## config.mk

```make
export PLATFORM = sky130hd
export DESIGN_NAME = spi_adder_link
export DESIGN_NICKNAME = d
export VERILOG_FILES = /design/src/rtl/spi_adder_pkg.sv /design/src/rtl/spi_sync.sv /design/src/rtl/spi_adder_link.sv
export SDC_FILE = /design/constraint.sdc
export NUM_CORES = 1
export LEC_CHECK = 0
export ABC_AREA = 1
export BUFFER_PORTS_ARGS = -buffer_cell sky130_fd_sc_hd__buf_2
export CAP_MARGIN = 30
export CORE_MARGIN = 2
export CORE_UTILIZATION = 44
export CTS_BUF_LIST = sky130_fd_sc_hd__clkbuf_16
export DETAILED_ROUTE_END_ITERATION = 8
export PLACE_DENSITY = 0.71
export SLEW_MARGIN = 0
export SYNTH_ARGS = -nofsm -noshare
export SYNTH_HDL_FRONTEND = slang
export SYNTH_HIERARCHICAL = 1
export SYNTH_SLANG_ARGS = --single-unit
export TNS_END_PERCENT = 20
```

## constraint.sdc

```tcl
create_clock -name clk -period 3.3 [get_ports clk]
set_clock_uncertainty 0.2 [all_clocks]
set_input_delay 0.825 -clock clk [delete_from_list [all_inputs] [get_ports clk]]
set_output_delay 0.825 -clock clk [all_outputs]
set_load 0.02 [all_outputs]
```

## src/rtl/spi_adder_pkg.sv

```systemverilog
// Shared types and frame layout for the SPI front end of the 4-bit adder.
package spi_adder_pkg;

  localparam int FRAME_BITS = 16;
  localparam int A_MSB      = 15;
  localparam int B_MSB      = 11;
  localparam int CIN_BIT    = 7;
  localparam int OPND_W     = 4;
  localparam int SUM_W      = 5;
  localparam int CNT_W      = 8;
  localparam int BIT_CNT_W  = 5;

  typedef enum logic [2:0] {
    IDLE,
    SHIFT,
    LATCH,
    CAPTURE,
    DONE
  } state_t;

  // Reply word returned to the host: zero pad, adder sum, frame counter.
  function automatic logic [FRAME_BITS-1:0] tx_word(input logic [SUM_W-1:0] sum,
                                                    input logic [CNT_W-1:0] cnt);
    return {{(FRAME_BITS-SUM_W-CNT_W){1'b0}}, sum, cnt};
  endfunction

endpackage

```

## src/rtl/spi_sync.sv

```systemverilog
// Multi-flop synchronizer for one asynchronous input, with rise/fall pulses
// derived from the synchronized value (one clk cycle wide each).
module spi_sync #(
  parameter int   STAGES  = 2,
  parameter logic RST_VAL = 1'b0
) (
  input  logic clk,
  input  logic rst_n,
  input  logic d,
  output logic q,
  output logic rise,
  output logic fall
);

  logic [STAGES-1:0] sync_sr;
  logic              q_d;

  // Synchronizer chain plus one history flop for edge detection.
  always_ff @(posedge clk or negedge rst_n) begin
    if (!rst_n) begin
      sync_sr <= {STAGES{RST_VAL}};
      q_d     <= RST_VAL;
    end else begin
      sync_sr <= {sync_sr[STAGES-2:0], d};
      q_d     <= sync_sr[STAGES-1];
    end
  end

  assign q    = sync_sr[STAGES-1];
  assign rise = q & ~q_d;
  assign fall = ~q & q_d;

endmodule

```

## src/rtl/spi_adder_link.sv

```systemverilog
// SPI mode-0 slave that loads operands into the ripple adder and returns the
// captured sum (plus a frame counter) to the host during the following frame.
module spi_adder_link
  import spi_adder_pkg::*;
#(
  parameter int SYNC_STAGES = 2,
  parameter int FRAME_BITS  = 16
) (
  input  logic             clk,
  input  logic             rst_n,
  input  logic             spi_sclk,
  input  logic             spi_cs_n,
  input  logic             spi_mosi,
  output logic             spi_miso,
  output logic [OPND_W-1:0] op_a,
  output logic [OPND_W-1:0] op_b,
  output logic             op_cin,
  output logic             op_valid,
  input  logic [SUM_W-1:0] sum_in,
  output logic [SUM_W-1:0] result,
  output logic             result_valid,
  output logic             frame_err
);

  localparam logic [BIT_CNT_W-1:0] LAST_BIT = BIT_CNT_W'(FRAME_BITS);

  logic sclk_q, sclk_rise, sclk_fall;
  logic cs_q, cs_rise, cs_fall;
  logic [SYNC_STAGES-1:0] mosi_sr;
  logic mosi_s;

  state_t                 state;
  logic [FRAME_BITS-2:0]  rx_sr;
  logic [FRAME_BITS-1:0]  rx_next;
  logic [FRAME_BITS-1:0]  tx_sr;
  logic [FRAME_BITS-1:0]  tx_shadow;
  logic [BIT_CNT_W-1:0]   bit_cnt;
  logic [BIT_CNT_W-1:0]   bit_cnt_inc;
  logic [CNT_W-1:0]       frame_cnt;

  // SCLK idles low in mode 0, CS_N idles high; reset values match so no
  // spurious edge is seen when reset releases.
  spi_sync #(.STAGES(SYNC_STAGES), .RST_VAL(1'b0)) u_sync_sclk (
    .clk  (clk),
    .rst_n(rst_n),
    .d    (spi_sclk),
    .q    (sclk_q),
    .rise (sclk_rise),
    .fall (sclk_fall)
  );

  spi_sync #(.STAGES(SYNC_STAGES), .RST_VAL(1'b1)) u_sync_cs (
    .clk  (clk),
    .rst_n(rst_n),
    .d    (spi_cs_n),
    .q    (cs_q),
    .rise (cs_rise),
    .fall (cs_fall)
  );

  // Level-only synchronizers' spare outputs.
  logic unused_sync;
  assign unused_sync = &{1'b0, sclk_q, cs_rise};

  // MOSI gets the same depth as SCLK so data and its sampling edge stay aligned.
  always_ff @(posedge clk or negedge rst_n) begin
    if (!rst_n) mosi_sr <= '0;
    else        mosi_sr <= {mosi_sr[SYNC_STAGES-2:0], spi_mosi};
  end
  assign mosi_s = mosi_sr[SYNC_STAGES-1];

  assign rx_next     = {rx_sr, mosi_s};
  assign bit_cnt_inc = (bit_cnt == LAST_BIT) ? bit_cnt : bit_cnt + 1'b1;

  // MISO comes straight off the shift register so bit 15 is on the wire
  // within a cycle of the synchronized CS_N fall, well ahead of the first rise.
  assign spi_miso = (state == SHIFT) & tx_sr[FRAME_BITS-1];

  // Frame FSM. Strobes are registered and raised on the transition into the
  // state they belong to: op_valid is high while in LATCH, result_valid while
  // in CAPTURE.
  always_ff @(posedge clk or negedge rst_n) begin
    if (!rst_n) begin
      state        <= IDLE;
      rx_sr        <= '0;
      tx_sr        <= '0;
      tx_shadow    <= '0;
      bit_cnt      <= '0;
      frame_cnt    <= '0;
      op_a         <= '0;
      op_b         <= '0;
      op_cin       <= 1'b0;
      op_valid     <= 1'b0;
      result       <= '0;
      result_valid <= 1'b0;
      frame_err    <= 1'b0;
    end else begin
      op_valid     <= 1'b0;
      result_valid <= 1'b0;
      frame_err    <= 1'b0;
      case (state)
        IDLE: begin
          if (cs_fall) begin
            tx_sr   <= tx_shadow;
            rx_sr   <= '0;
            bit_cnt <= '0;
            state   <= SHIFT;
          end
        end
        SHIFT: begin
          if (cs_q) begin
            // Host released CS_N before the last bit: drop the frame.
            frame_err <= 1'b1;
            state     <= IDLE;
          end else begin
            if (sclk_fall) tx_sr <= {tx_sr[FRAME_BITS-2:0], 1'b0};
            if (sclk_rise) begin
              rx_sr   <= rx_next[FRAME_BITS-2:0];
              bit_cnt <= bit_cnt_inc;
              if (bit_cnt_inc == LAST_BIT) begin
                op_a     <= rx_next[A_MSB -: OPND_W];
                op_b     <= rx_next[B_MSB -: OPND_W];
                op_cin   <= rx_next[CIN_BIT];
                op_valid <= 1'b1;
                state    <= LATCH;
              end
            end
          end
        end
        LATCH: begin
          // sum_in has settled from the operands registered last cycle.
          result       <= sum_in;
          result_valid <= 1'b1;
          tx_shadow    <= tx_word(sum_in, frame_cnt + 8'd1);
          frame_cnt    <= frame_cnt + 8'd1;
          state        <= CAPTURE;
        end
        CAPTURE: state <= DONE;
        DONE: begin
          // Trailing SCLK pulses are ignored; wait for the host to end the frame.
          if (cs_q) state <= IDLE;
        end
        default: state <= IDLE;
      endcase
    end
  end

endmodule
```

==> impl_metrics.toml, run 1 <==
[pwr]
power_mw = 3.700
powerDensity_nw_per_um2 = 966.7
vdd_ir_drop_max_mv = 0.4771
leakage_nw = 1.881

[setup_path]
crit_start = "state[2]$_DFFE_PN0P_"
start_kind = "flip-flop"
crit_fanout = 15
r2r_end = "tx_sr[4]$_DFFE_PN0P_"
end_kind = "output port"
r2r_slack_ps = 1130
r2r-start = "state[2]$_DFFE_PN0P_"
cpPeakStageDelay_ps = 410
path_cells = "inv_1 > nand3_4 > nor2_1 > buf_2"
critPathSlowestCell = "dfrtp_1"
rr_worst_depth = 8
endpoint = "spi_miso"
worstSetupPathType = "reg -> out"
worstPathRequired_ps = 2270
worst_ep_arrival_time_ps = 1470

[global_routing]
grt_max_degree = 73
grtUsageTotal = 0.1592
antenna_found_initial = 0
overflow = 0
grt_pass1_vias = 2227
grt_pass1_wl_um = 10490

[timing]
period_share = 0.7548
tns_ps = 0
finalSetupViolations = 0
final_max_slew_viol_count = 0
fmax_ghz = 0.4015
tightest_slew_ps = 493.0
maxSlewHeadroom = 0.6706
min_period_ps = 2491
fin_hold_ws_ps = 146.0
rsz0062_at_grt = "no"
hold_violations = 0

[clock_tree]
clk_pin_slew_ps = 50
clock_sinks = 72
cts_hold_buf = 0
cts_made_buffers = 9
cts_tree = "yes"
htreeDepth = 3
root_buffer = "clkbuf_16"
cts_setup_buffers = 0
clk-insertion-delay-late_ps = 330
cts_buffer_depth = 2
post_cts_resized = 0

[route]
ant_nets = 0
dr.pass1.iters = 4
drt-initial-drc-count = 172
wl_per_cell_um = 12.77
via_per_inst = 4.909
vias = 2278
drc_errors = 0
drt-total-wl_um = 5923

[finish]
area_delta_synth_final_pct = 16.31
fill_cells = 655
mostFrequentLayoutCell = "nand2_1"
drive_above_1_share = 0.2712
final_core_util = 0.5277
insertedDiodeCount = 0
mostFrequentLayoutCells = "82 x nand2_1, 69 x dfrtp_1, 39 x inv_1"
finalNetCount = 373

[floorplanning]
row_count = 31
initial_core_util = 0.4537
die_h_um = 90.48
core_sq_um = 7253
dieWidth_um = 90.48
die_area_sq_um = 8187
num_io_pins = 28

[yosys]
syn_nets = 343
synth_warnings = 6
syn_inst = 330
syn_avg_cell_area_sq_um = 9.972
syn_area_sq_um = 3291

[job]
max_cap_violations = 0

[placement]
dp_hpwl_um = 3623
gp_congestion = 0.7642
io_buffers = 27

[hold_path]
hold_class = "reg -> reg"

[outcome]
status = "completed"
[where the power goes]
| group | leakage (nW) | switching [mW] | internal (mW) |
|---|---|---|---|
| registers | 0.945 | 0.137 | 1.08 |
| clock network | 0.161 | 0.356 | 0.731 |
| logic | 0.776 | 0.978 | 0.413 |
[cell type report]
| cell class | count | area, sq um | area share |
|---|---|---|---|
| Sequential cell | 72 | 1805 | 0.4717 |
| Tap cell | 99 | 123.9 | 0.03236 |
| Multi-Input combinational cell | 204 | 1231 | 0.3217 |
| Clock inverter | 7 | 110.1 | 0.02877 |
| Clock buffer | 9 | 225.2 | 0.05884 |
| Inverter | 43 | 161.4 | 0.04217 |
| Timing Repair Buffer | 30 | 170.2 | 0.04446 |
[routing by layer]
layer | up-vias | track usage | part of all wire
met4 | 0 | 0.08846 | 0.027
li1 | 1124 | - | -
met3 | 12 | 0.02504 | 0.031
met5 | - | 0 | 0
met2 | 56 | 0.2413 | 0.46
met1 | 1086 | 0.2188 | 0.48
[per-stage QoR]
stage	setup WS [ps]	cell area, sq um	std cells
5_1_grt	677.8	3827	464
4_1_cts	765.1	3827	464
2_1_floorplan	1127	3291	330
6_report	809.3	3827	464
3_5_place_dp	1146	3492	448
3_3_place_gp	1186	3492	448
[worst min path at each step]
stage / startpoint / to / slack (ps) / cells after the start
2_1_floorplan: mosi_sr[0]$_DFF_PN0_ / mosi_sr[1]$_DFF_PN0_ / 130 / 0
3_3_place_gp: u_sync_sclk/sync_sr[0]$_DFF_PN0_ / u_sync_sclk/sync_sr[1]$_DFF_PN0_ / 140 / 0
3_5_place_dp: mosi_sr[0]$_DFF_PN0_ / mosi_sr[1]$_DFF_PN0_ / 130 / 0
4_1_cts: u_sync_sclk/sync_sr[0]$_DFF_PN0_ / u_sync_sclk/sync_sr[1]$_DFF_PN0_ / 150 / 0
5_1_grt: u_sync_sclk/sync_sr[0]$_DFF_PN0_ / u_sync_sclk/sync_sr[1]$_DFF_PN0_ / 150 / 0
6_report: u_sync_sclk/sync_sr[0]$_DFF_PN0_ / u_sync_sclk/sync_sr[1]$_DFF_PN0_ / 150 / 0
[flip-flops by register name (all words and copies together), names as in the netlist, 2 cells and up]
signal / cells
bit_cnt: 5
frame_cnt: 7
mosi_sr: 2
op_a: 4
op_b: 4
result: 5
rx_sr: 15
state: 3
tx_sr: 16
u_sync_cs/sync_sr: 2
u_sync_sclk/sync_sr: 2
[worst max-delay path: cells and delay by family (launching register included)]
family	cells	cell delay, ps
buffers and inverters	2	320
AND/OR/NAND/NOR	2	400
flip-flops	1	410
No activity file was read; power rests on OpenSTA's default activity.
==> inputs of run 2 (changes only) <==
Settings changed: ABC_AREA 1 to 0, PLACE_DENSITY 0.71 to 0.73.
Clock period 3.3 ns to 2.1 ns, I/O delays scaled along.
==> run 2 against run 1 <==
Against the previous run: the run now ends with negative setup slack left; critical path depth up 2; sequential share of layout area rose by 0.15 points; first-iteration DRC count shrank 16%; critical path type is now reg -> reg; critical endpoint is now op_b[0]$_DFFE_PN0P_.
==> impl_metrics.toml, run 2 <==
[route]
via_per_inst = 5.190
dr.pass1.iters = 4
drc_errors = 0
ant_nets = 0
drt-total-wl_um = 5589
drt-initial-drc-count = 144
vias = 2154
wl_per_cell_um = 13.47

[clock_tree]
htreeDepth = 3
cts_tree = "yes"
root_buffer = "clkbuf_16"
clock_sinks = 72
cts_made_buffers = 9
clk-insertion-delay-late_ps = 330
clk_pin_slew_ps = 60
cts_hold_buf = 0
cts_buffer_depth = 2

[setup_path]
crit_fanout = 5
worstSetupPathType = "reg -> reg"
critPathSlowestCell = "dfrtp_1"
rr_worst_depth = 6
r2r_end = "op_b[0]$_DFFE_PN0P_"
worstPathRequired_ps = 2110
worst_ep_arrival_time_ps = 2110
path_cells = "inv_1 > ha_1 > and4bb_2 > mux2_4 > nand4_4 > mux2_2"
r2r-start = "bit_cnt[0]$_DFFE_PN0P_"
r2r_slack_ps = -5
end_kind = "flip-flop"
start_kind = "flip-flop"
cpPeakStageDelay_ps = 400

[yosys]
synth_warnings = 6
syn_avg_cell_area_sq_um = 10.84
syn_area_sq_um = 3068
syn_inst = 283
syn_nets = 296

[finish]
mostFrequentLayoutCell = "dfrtp_1"
final_core_util = 0.5646
top_register = "tx_sr"
largest_reg_flops = 16
top_regs = "tx_sr: 16 flops, rx_sr: 15 flops, frame_cnt: 7 flops"
mostFrequentLayoutCells = "69 x dfrtp_1, 57 x nand2_1, 26 x buf_2"
insertedDiodeCount = 0
fill_cells = 598
finalNetCount = 343
instances_no_fill = 415
area_delta_synth_final_pct = 24.35
drive_above_1_share = 0.2955

[floorplanning]
die_h_um = 87.50
core_sq_um = 6756
dieWidth_um = 87.50
initial_core_util = 0.4541
num_io_pins = 28
row_count = 30
die_area_sq_um = 7656

[pwr]
power_mw = 3.454
powerDensity_nw_per_um2 = 905.5
leakage_nw = 1.819
vdd_ir_drop_max_mv = 0.6891

[placement]
place_ws_ps = -22.06
dp_hpwl_um = 3599
io_buffers = 27
gp_congestion = 0.8401
dp.cells = 393

[global_routing]
grt_pass1_wl_um = 9625
grt_max_degree = 73
antenna_found_initial = 0
overflow = 0
grtUsageTotal = 0.1632
grt_pass1_vias = 2057

[timing]
rsz0062_at_grt = "yes"
layout_setup_ws_ps = -5.436
fin_hold_ws_ps = 4.899
hold_violations = 0
period_share = 1.003
fmax_ghz = 0.4750
finalSetupViolations = 1
tightest_slew_ps = 482.9
final_max_slew_viol_count = 0
min_period_ps = 2105
maxSlewHeadroom = 0.6763

[outcome]
status = "finished with violations"
violations = "negative setup slack"

[hold_path]
hold_class = "in -> async"

[job]
max_cap_violations = 0
run 2: worst max-delay path, delay by kind of cell, from the launching register on:
family	cells	cell delay (ps)
adders and majority gates	1	200
buffers and inverters	1	60
DFF	1	400
muxes	2	710
and+or+nand+nor	2	410
run 2: worst max path at each step:
| stage | cells after the start | start | endpoint |
|---|---|---|---|
| after floorplan | 5 | state[1]$_DFFE_PN0P_ | spi_miso |
| after global placement | 6 | bit_cnt[0]$_DFFE_PN0P_ | op_a[3]$_DFFE_PN0P_ |
| after detailed placement | 6 | bit_cnt[1]$_DFFE_PN0P_ | op_b[0]$_DFFE_PN0P_ |
| after CTS | 3 | state[2]$_DFFE_PN0P_ | spi_miso |
| after global routing | 6 | bit_cnt[0]$_DFFE_PN0P_ | op_a[2]$_DFFE_PN0P_ |
| final | 6 | bit_cnt[0]$_DFFE_PN0P_ | op_b[0]$_DFFE_PN0P_ |
run 2: metrics by stage:
step	cell area (sq um)	TNS (ps)
6_report	3815	-5.436
5_1_grt	3815	-310.6
4_1_cts	3755	-4.287
3_5_place_dp	3401	-104.3
3_3_place_gp	3401	0
2_1_floorplan	3077	0
run 2: timing repair:
action,in CTS,in global routing
setup endpoints to repair,10,12
gates resized for setup,4,6
pin swaps,2,0
gates cloned,1,0
setup buffers,2,3
endpoints found under the hold margin,0,0
run 2: final cells by class:
class,count,area (sq um),area share
flip-flops and latches,72,1805,0.4733
multi-input cells,191,1236,0.3240
repair buffers,50,339.1,0.08888
clock buffers,9,225.2,0.05904
well taps,80,100.1,0.02624
clock inverters,7,86.33,0.02263
inverters,6,22.52,0.005904
run 2: power breakdown:
part           total (mW)  internal [mW]  switching [mW]
Sequential           1.53           1.48          0.0491
Combinational       0.351          0.146           0.205
Clock                1.57           1.03           0.546
run 2: metal layers:
metal | share of wire | wire [um] | vias to the layer above | global-route usage
met1 | 0.46 | 2598 | 1046 | 0.2160
met3 | 0.037 | 205 | 6 | 0.05972
met5 | 0 | 0 | - | 0
li1 | - | - | 1062 | -
met4 | 0.0095 | 53 | 0 | 0.03357
met2 | 0.49 | 2731 | 40 | 0.2610
